==> config.mk <==
export PLATFORM = sky130hd
export DESIGN_NAME = processor_datapath
export DESIGN_NICKNAME = d
export VERILOG_FILES = /design/src/rtl/processor_pkg.sv /design/src/rtl/processor_ram.sv /design/src/rtl/processor_datapath.sv
export SDC_FILE = /design/constraint.sdc
export NUM_CORES = 1
export LEC_CHECK = 0
export CELL_PAD_IN_SITES_DETAIL_PLACEMENT = 1
export CELL_PAD_IN_SITES_GLOBAL_PLACEMENT = 1
export CORE_UTILIZATION = 45
export DETAILED_ROUTE_END_ITERATION = 10
export GPL_ROUTABILITY_DRIVEN = 0
export HOLD_SLACK_MARGIN = 0.03
export PLACE_DENSITY = 0.71
export SLEW_MARGIN = 0
export SYNTH_ARGS = -nofsm -noshare
export SYNTH_HDL_FRONTEND = slang
export SYNTH_SLANG_ARGS = --single-unit
==> constraint.sdc <==
create_clock -name Clock -period 4.1 [get_ports Clock]
set_input_delay 0.82 -clock Clock [delete_from_list [all_inputs] [get_ports Clock]]
set_output_delay 0.82 -clock Clock [all_outputs]
set_load 0.05 [all_outputs]
==> src/rtl/processor_pkg.sv <==
// Shared widths, A-source encodings, opcodes and the RAM power-up image (GCD program).
package processor_pkg;

   localparam int DW = 8;
   localparam int AW = 5;

   localparam logic [1:0] ASEL_ALU  = 2'b00;
   localparam logic [1:0] ASEL_IN   = 2'b01;
   localparam logic [1:0] ASEL_MEM  = 2'b10;
   localparam logic [1:0] ASEL_ZERO = 2'b11;

   localparam logic [2:0] LOAD  = 3'b000;
   localparam logic [2:0] STORE = 3'b001;
   localparam logic [2:0] ADD   = 3'b010;
   localparam logic [2:0] SUB   = 3'b011;
   localparam logic [2:0] IN    = 3'b100;
   localparam logic [2:0] JZ    = 3'b101;
   localparam logic [2:0] JPOS  = 3'b110;
   localparam logic [2:0] HALT  = 3'b111;

   typedef logic [DW-1:0] ram_image_t [0:(2**AW)-1];

   localparam ram_image_t RAM_INIT = '{
      8'h80, 8'h3E, 8'h80, 8'h3F, 8'h1E, 8'h7F, 8'hB0, 8'hCC,
      8'h1F, 8'h7E, 8'h3F, 8'hC4, 8'h1E, 8'h7F, 8'h3E, 8'hC4,
      8'h1E, 8'hFF, 8'h00, 8'h00, 8'h00, 8'h00, 8'h00, 8'h00,
      8'h00, 8'h00, 8'h00, 8'h00, 8'h00, 8'h00, 8'h00, 8'h00
   };

endpackage

==> src/rtl/processor_ram.sv <==
// 32x8 unified program/data RAM: combinational read, write on rising edge.
// Contents come up holding the program image and are untouched by reset.
module processor_ram
   import processor_pkg::*;
(
   input  logic          Clock,
   input  logic          wr,
   input  logic [AW-1:0] addr,
   input  logic [DW-1:0] wdata,
   output logic [DW-1:0] rdata
);

   logic [DW-1:0] mem [0:(2**AW)-1] = RAM_INIT;

   always_ff @(posedge Clock) begin
      if (wr)
         mem[addr] <= wdata;
   end

   assign rdata = mem[addr];

endmodule

==> src/rtl/processor_datapath.sv <==
// Accumulator datapath (IR, PC, RAM, A, add/sub) stepped by an external controller.
// Every register samples pre-edge values; flags and OUTPUT follow A combinationally.
module processor_datapath
   import processor_pkg::*;
(
   input  logic          Clock,
   input  logic          Reset,
   input  logic          IRload,
   input  logic          JMPmux,
   input  logic          PCload,
   input  logic          Meminst,
   input  logic          MemWr,
   input  logic          Aload,
   input  logic          Sub,
   input  logic [1:0]    Asel,
   input  logic [DW-1:0] INPUT,
   output logic          Aeq0,
   output logic          Apos,
   output logic [2:0]    IR,
   output logic [DW-1:0] OUTPUT
);

   logic [DW-1:0] ir_q;
   logic [DW-1:0] a_q;
   logic [DW-1:0] m;
   logic [DW-1:0] alu;
   logic [DW-1:0] a_mux;
   logic [AW-1:0] pc_q;
   logic [AW-1:0] pc_next;
   logic [AW-1:0] addr;

   assign addr = Meminst ? ir_q[AW-1:0] : pc_q;

   processor_ram u_ram (
      .Clock (Clock),
      .wr    (MemWr),
      .addr  (addr),
      .wdata (a_q),
      .rdata (m)
   );

   // Subtract as A + ~M + 1; carry out is dropped.
   assign alu = a_q + (Sub ? ~m : m) + DW'(Sub);

   always_comb begin
      a_mux = '0;
      case (Asel)
         ASEL_ALU:  a_mux = alu;
         ASEL_IN:   a_mux = INPUT;
         ASEL_MEM:  a_mux = m;
         ASEL_ZERO: a_mux = '0;
         default:   a_mux = '0;
      endcase
   end

   assign pc_next = JMPmux ? ir_q[AW-1:0] : pc_q + AW'(1);

   always_ff @(posedge Clock) begin
      if (Reset) begin
         ir_q <= '0;
         pc_q <= '0;
         a_q  <= '0;
      end else begin
         if (IRload) ir_q <= m;
         if (PCload) pc_q <= pc_next;
         if (Aload)  a_q  <= a_mux;
      end
   end

   assign Aeq0   = (a_q == '0);
   assign Apos   = ~a_q[DW-1] & (a_q != '0);
   assign IR     = ir_q[DW-1:DW-3];
   assign OUTPUT = a_q;

endmodule

==> qor.yml <==
status:
  status: "finished clean"
floorplan:
  std_cell_rows: 58
  fp.dieW_um: 163
  start_util_pct: 46.1
  die-area_um2: 26600
  core_area_um2: 25300
  fp.dieH_um: 163
  ios: 32
critical_path:
  path_class: "in2reg"
  worstPathCellList: "clkdlybuf4s15_2 -> buf_6 -> nand3b_1 -> a21oi_1 -> o41ai_2 -> o2111ai_2 -> nor2_2 -> mux2_4 -> fa_2 -> a21o_1 -> a21oi_2 -> buf_4 -> xnor2_1 -> nor2_1 -> a21oi_1 -> a2bb2oi_1 -> a211oi_1"
  path_common_cell: "a21oi_1"
  critical-path-max-stage-delay_ns: 0.42
  reg2reg_from: "pc_q[0]$_SDFFE_PP0P_"
  cp_top_family: "compound AO/OA/AOI/OAI gates"
  cpMaxStageDelayCell: "o41ai_2"
  critPathLaunchType: "input pin"
  crit_fanout: 18
  cp-end-kind: "register"
  required_ns: 4.47
  critPathLaunch: "Meminst"
  crit_arrival_ns: 4.38
  cp.buffers_inverters: 3
clocking:
  cts_tree: "built"
  clk_pin_slew_ns: 0.06
  worstSkewPairLatency_ns: 0.55
  clock_sinks: 277
  htree_levels: 1
  cts_root_buf: "clkbuf_16"
  clk_path_buf_depth: 3
  cts_hold_buffers: 0
  numCtsBuffers: 28
detailed_routing:
  final_antenna_net_count: 0
  wl_met1_um: 13100
  drt-total-wl_um: 31600
  wl_met3_um: 1830
  routed_via_density: 5.96
  wl_per_cell_um: 27.4
  first_pass_iters: 5
  vias: 6862
  top_layer_used: "met4"
  wl_met2_um: 15400
  drc: 0
  first_iter_violations: 608
power_and_ir_drop:
  swShare_pct: 26.9
  intPower_uw: 5320
  cellPowerDensity_nw_per_um2: 514
  leakagePower_uw: 0.00485
  power.share.combinational_pct: 20.7
  switching_power_uw: 1950
  clkPwrFrac_pct: 34.4
  vdd_ir_drop_max_v: 0.000317
  seqPwrFrac_pct: 44.9
logic_synthesis:
  syn_inst: 662
  yosysWarnings: 0
  synth_edf_count: 256
  syn_area_um2: 11700
  synth_seq_cells: 277
  yosys.area.top_type: "edfxtp_1"
  syn-mean-instance-area_um2: 17.6
  synth-seq-area-share_pct: 69.4
  syn-num-nets: 689
  synth.area.top_cells: "edfxtp_1 66%, mux4_2 9.4%, dfxtp_1 3.6%"
  async_flop_share_pct: 0
  synth.distinct_cells: 69
  synth_top_cell_area_share_pct: 65.8
  synth_ff_type: "edfxtp_1"
run:
  maxCapViolations: 0
layout:
  drive_gt1_share_pct: 30.9
  seq_area_um2: 8110
  syn_to_final_growth_pct: 21.2
  utilization_pct: 55.9
  fin_cells: 1152
  n_antenna_cell: 0
  multi_input_area_um2: 3440
  finalNetCount: 827
  fin_area_um2: 14200
  fillerInstances: 2293
timing:
  finalHoldViolCount: 0
  fin_worst_skew_ns: 0.0183
  drv_slew: 0
  holdWs_ns: 0.531
  slew_headroom_pct: 39.4
  max_freq_mhz: 250
  setup-violations-final: 0
  rsz0062_at_grt: "true"
  finalSetupTns_ns: 0
  worstMarginPinSlew_ns: 0.905
  finalCritPeriodShare_pct: 97.6
  layout_min_cycle_time_ns: 4.00
global_route:
  grt_max_degree: 38
  grt_pass1_vias: 7353
  grt_pass1_wl_um: 46800
  grt_usage_pct: 24.3
  antenna_found_initial: 0
  overflow: 0
placement:
  port-buffer-count: 31
  postPlaceCellArea_um2: 13100
  dpl.cell_count: 1099
  hpwlAfterDp_um: 21000
min_path:
  hold_path_startpoint: "ir_q[5]$_SDFFE_PP0P_"
  min-delay-path-class: "reg2reg"
power by group through the flow:
stage / Sequential [uW] / Clock [uW] / Combinational [uW]
3_3_place_gp: 3310 / 0 / 1400
2_1_floorplan: 3390 / 0 / 750
4_1_cts: 3260 / 2530 / 1480
6_report: 3260 / 2510 / 1500
3_5_place_dp: 3320 / 0 / 1450
5_1_grt: 3270 / 2630 / 1600
metrics by stage:
step                total power [uW]  setup WS (ns)
floorplan                       4140        0.00464
global placement                4710         -0.799
detailed placement              4770         -0.964
CTS                             7280         0.0152
global route                    7490        -0.0699
finish                          7270         0.0976
state kept, by name, indices dropped and copies added (netlist names):
register,count
OUTPUT,8
u_ram.mem,256
ir_q,8
pc_q,5
metal layers:
| metal | track usage (%) | vias to the layer above |
|---|---|---|
| li1 | - | 2983 |
| met1 | 32.0 | 3582 |
| met2 | 40.5 | 236 |
| met3 | 3.71 | 61 |
| met4 | 9.56 | 0 |
| met5 | 0 | - |
kinds of logic (layout without fill, tap and decap cells):
family	Yosys count	after routing	share of synthesized area, %
XOR/XNOR	11	11	0.889
multiplexers	84	84	13.7
adder cells (fa/ha/maj)	8	8	0.921
buffers and inverters	41	201	2.37
flip-flops	277	277	69.4
AO/OA/AOI/OAI	108	108	6.76
AND/OR/NAND/NOR	133	133	6.00
area by class of cell:
class,count,share of cell area [%]
Timing Repair Buffer,145,9.06
Clock inverter,18,1.26
Inverter,4,0.106
Clock buffer,34,5.11
Tap cell,330,2.92
Multi-Input combinational cell,344,24.3
Sequential cell,277,57.2
synth_stat cells (all sizes together), types with 5 or more instances:
| library cell | count |
|---|---|
| a21oi | 28 |
| xor2 | 5 |
| buf | 29 |
| ha | 7 |
| xnor2 | 6 |
| nor2b | 6 |
| a211oi | 7 |
| edfxtp | 256 |
| nor3 | 7 |
| o21ai | 5 |
| nor2 | 65 |
| clkbuf | 8 |
| o22ai | 23 |
| nor4 | 5 |
| nand3b | 6 |
| mux4 | 57 |
| a22oi | 8 |
| dfxtp | 21 |
| nand2 | 13 |
| nand3 | 8 |
| mux2i | 24 |
worst paths after layout:
kind	slack (ns)	depth (start not counted)	end
min	0.53	2	ir_q[5]$_SDFFE_PP0P_
max	0.1	17	OUTPUT[4]$_SDFFE_PP0P_
min reg2reg	0.53	2	ir_q[5]$_SDFFE_PP0P_
max reg2reg	0.26	18	OUTPUT[4]$_SDFFE_PP0P_
repair_timing:
item | 4_1_cts | 5_1_grt
gates resized for setup | 11 | 15
setup buffers | 1 | 0
endpoints found under the setup margin | 6 | 5
cloned | 0 | 0
pin swaps | 1 | 7
cell usage in the layout (no fill, tap or decap), types with 9 or more instances in the layout:
cell	count
nor2_1	64
mux2i_1	21
o22ai_1	19
dfxtp_1	21
clkdlybuf4s50_1	30
clkbuf_16	28
edfxtp_1	256
mux4_2	49
a21oi_1	26
buf_4	104
buf_12	9
nand2_1	13
worst register-to-register path: stages, from the launching register on:
cell       delay [ns]
dfxtp_1          0.60
mux2i_4          0.14
buf_12           0.18
buf_12           0.14
buf_12           0.14
mux4_2           0.23
o22ai_1          0.10
buf_4            0.16
nor4_4           0.36
buf_4            0.20
xor2_1           0.15
ha_1             0.27
a21oi_2          0.17
buf_4            0.13
xnor2_1          0.11
nor2_1           0.06
a21oi_1          0.19
a2bb2oi_1        0.23
a211oi_1         0.11
No activity file was read; power rests on OpenSTA's default activity.
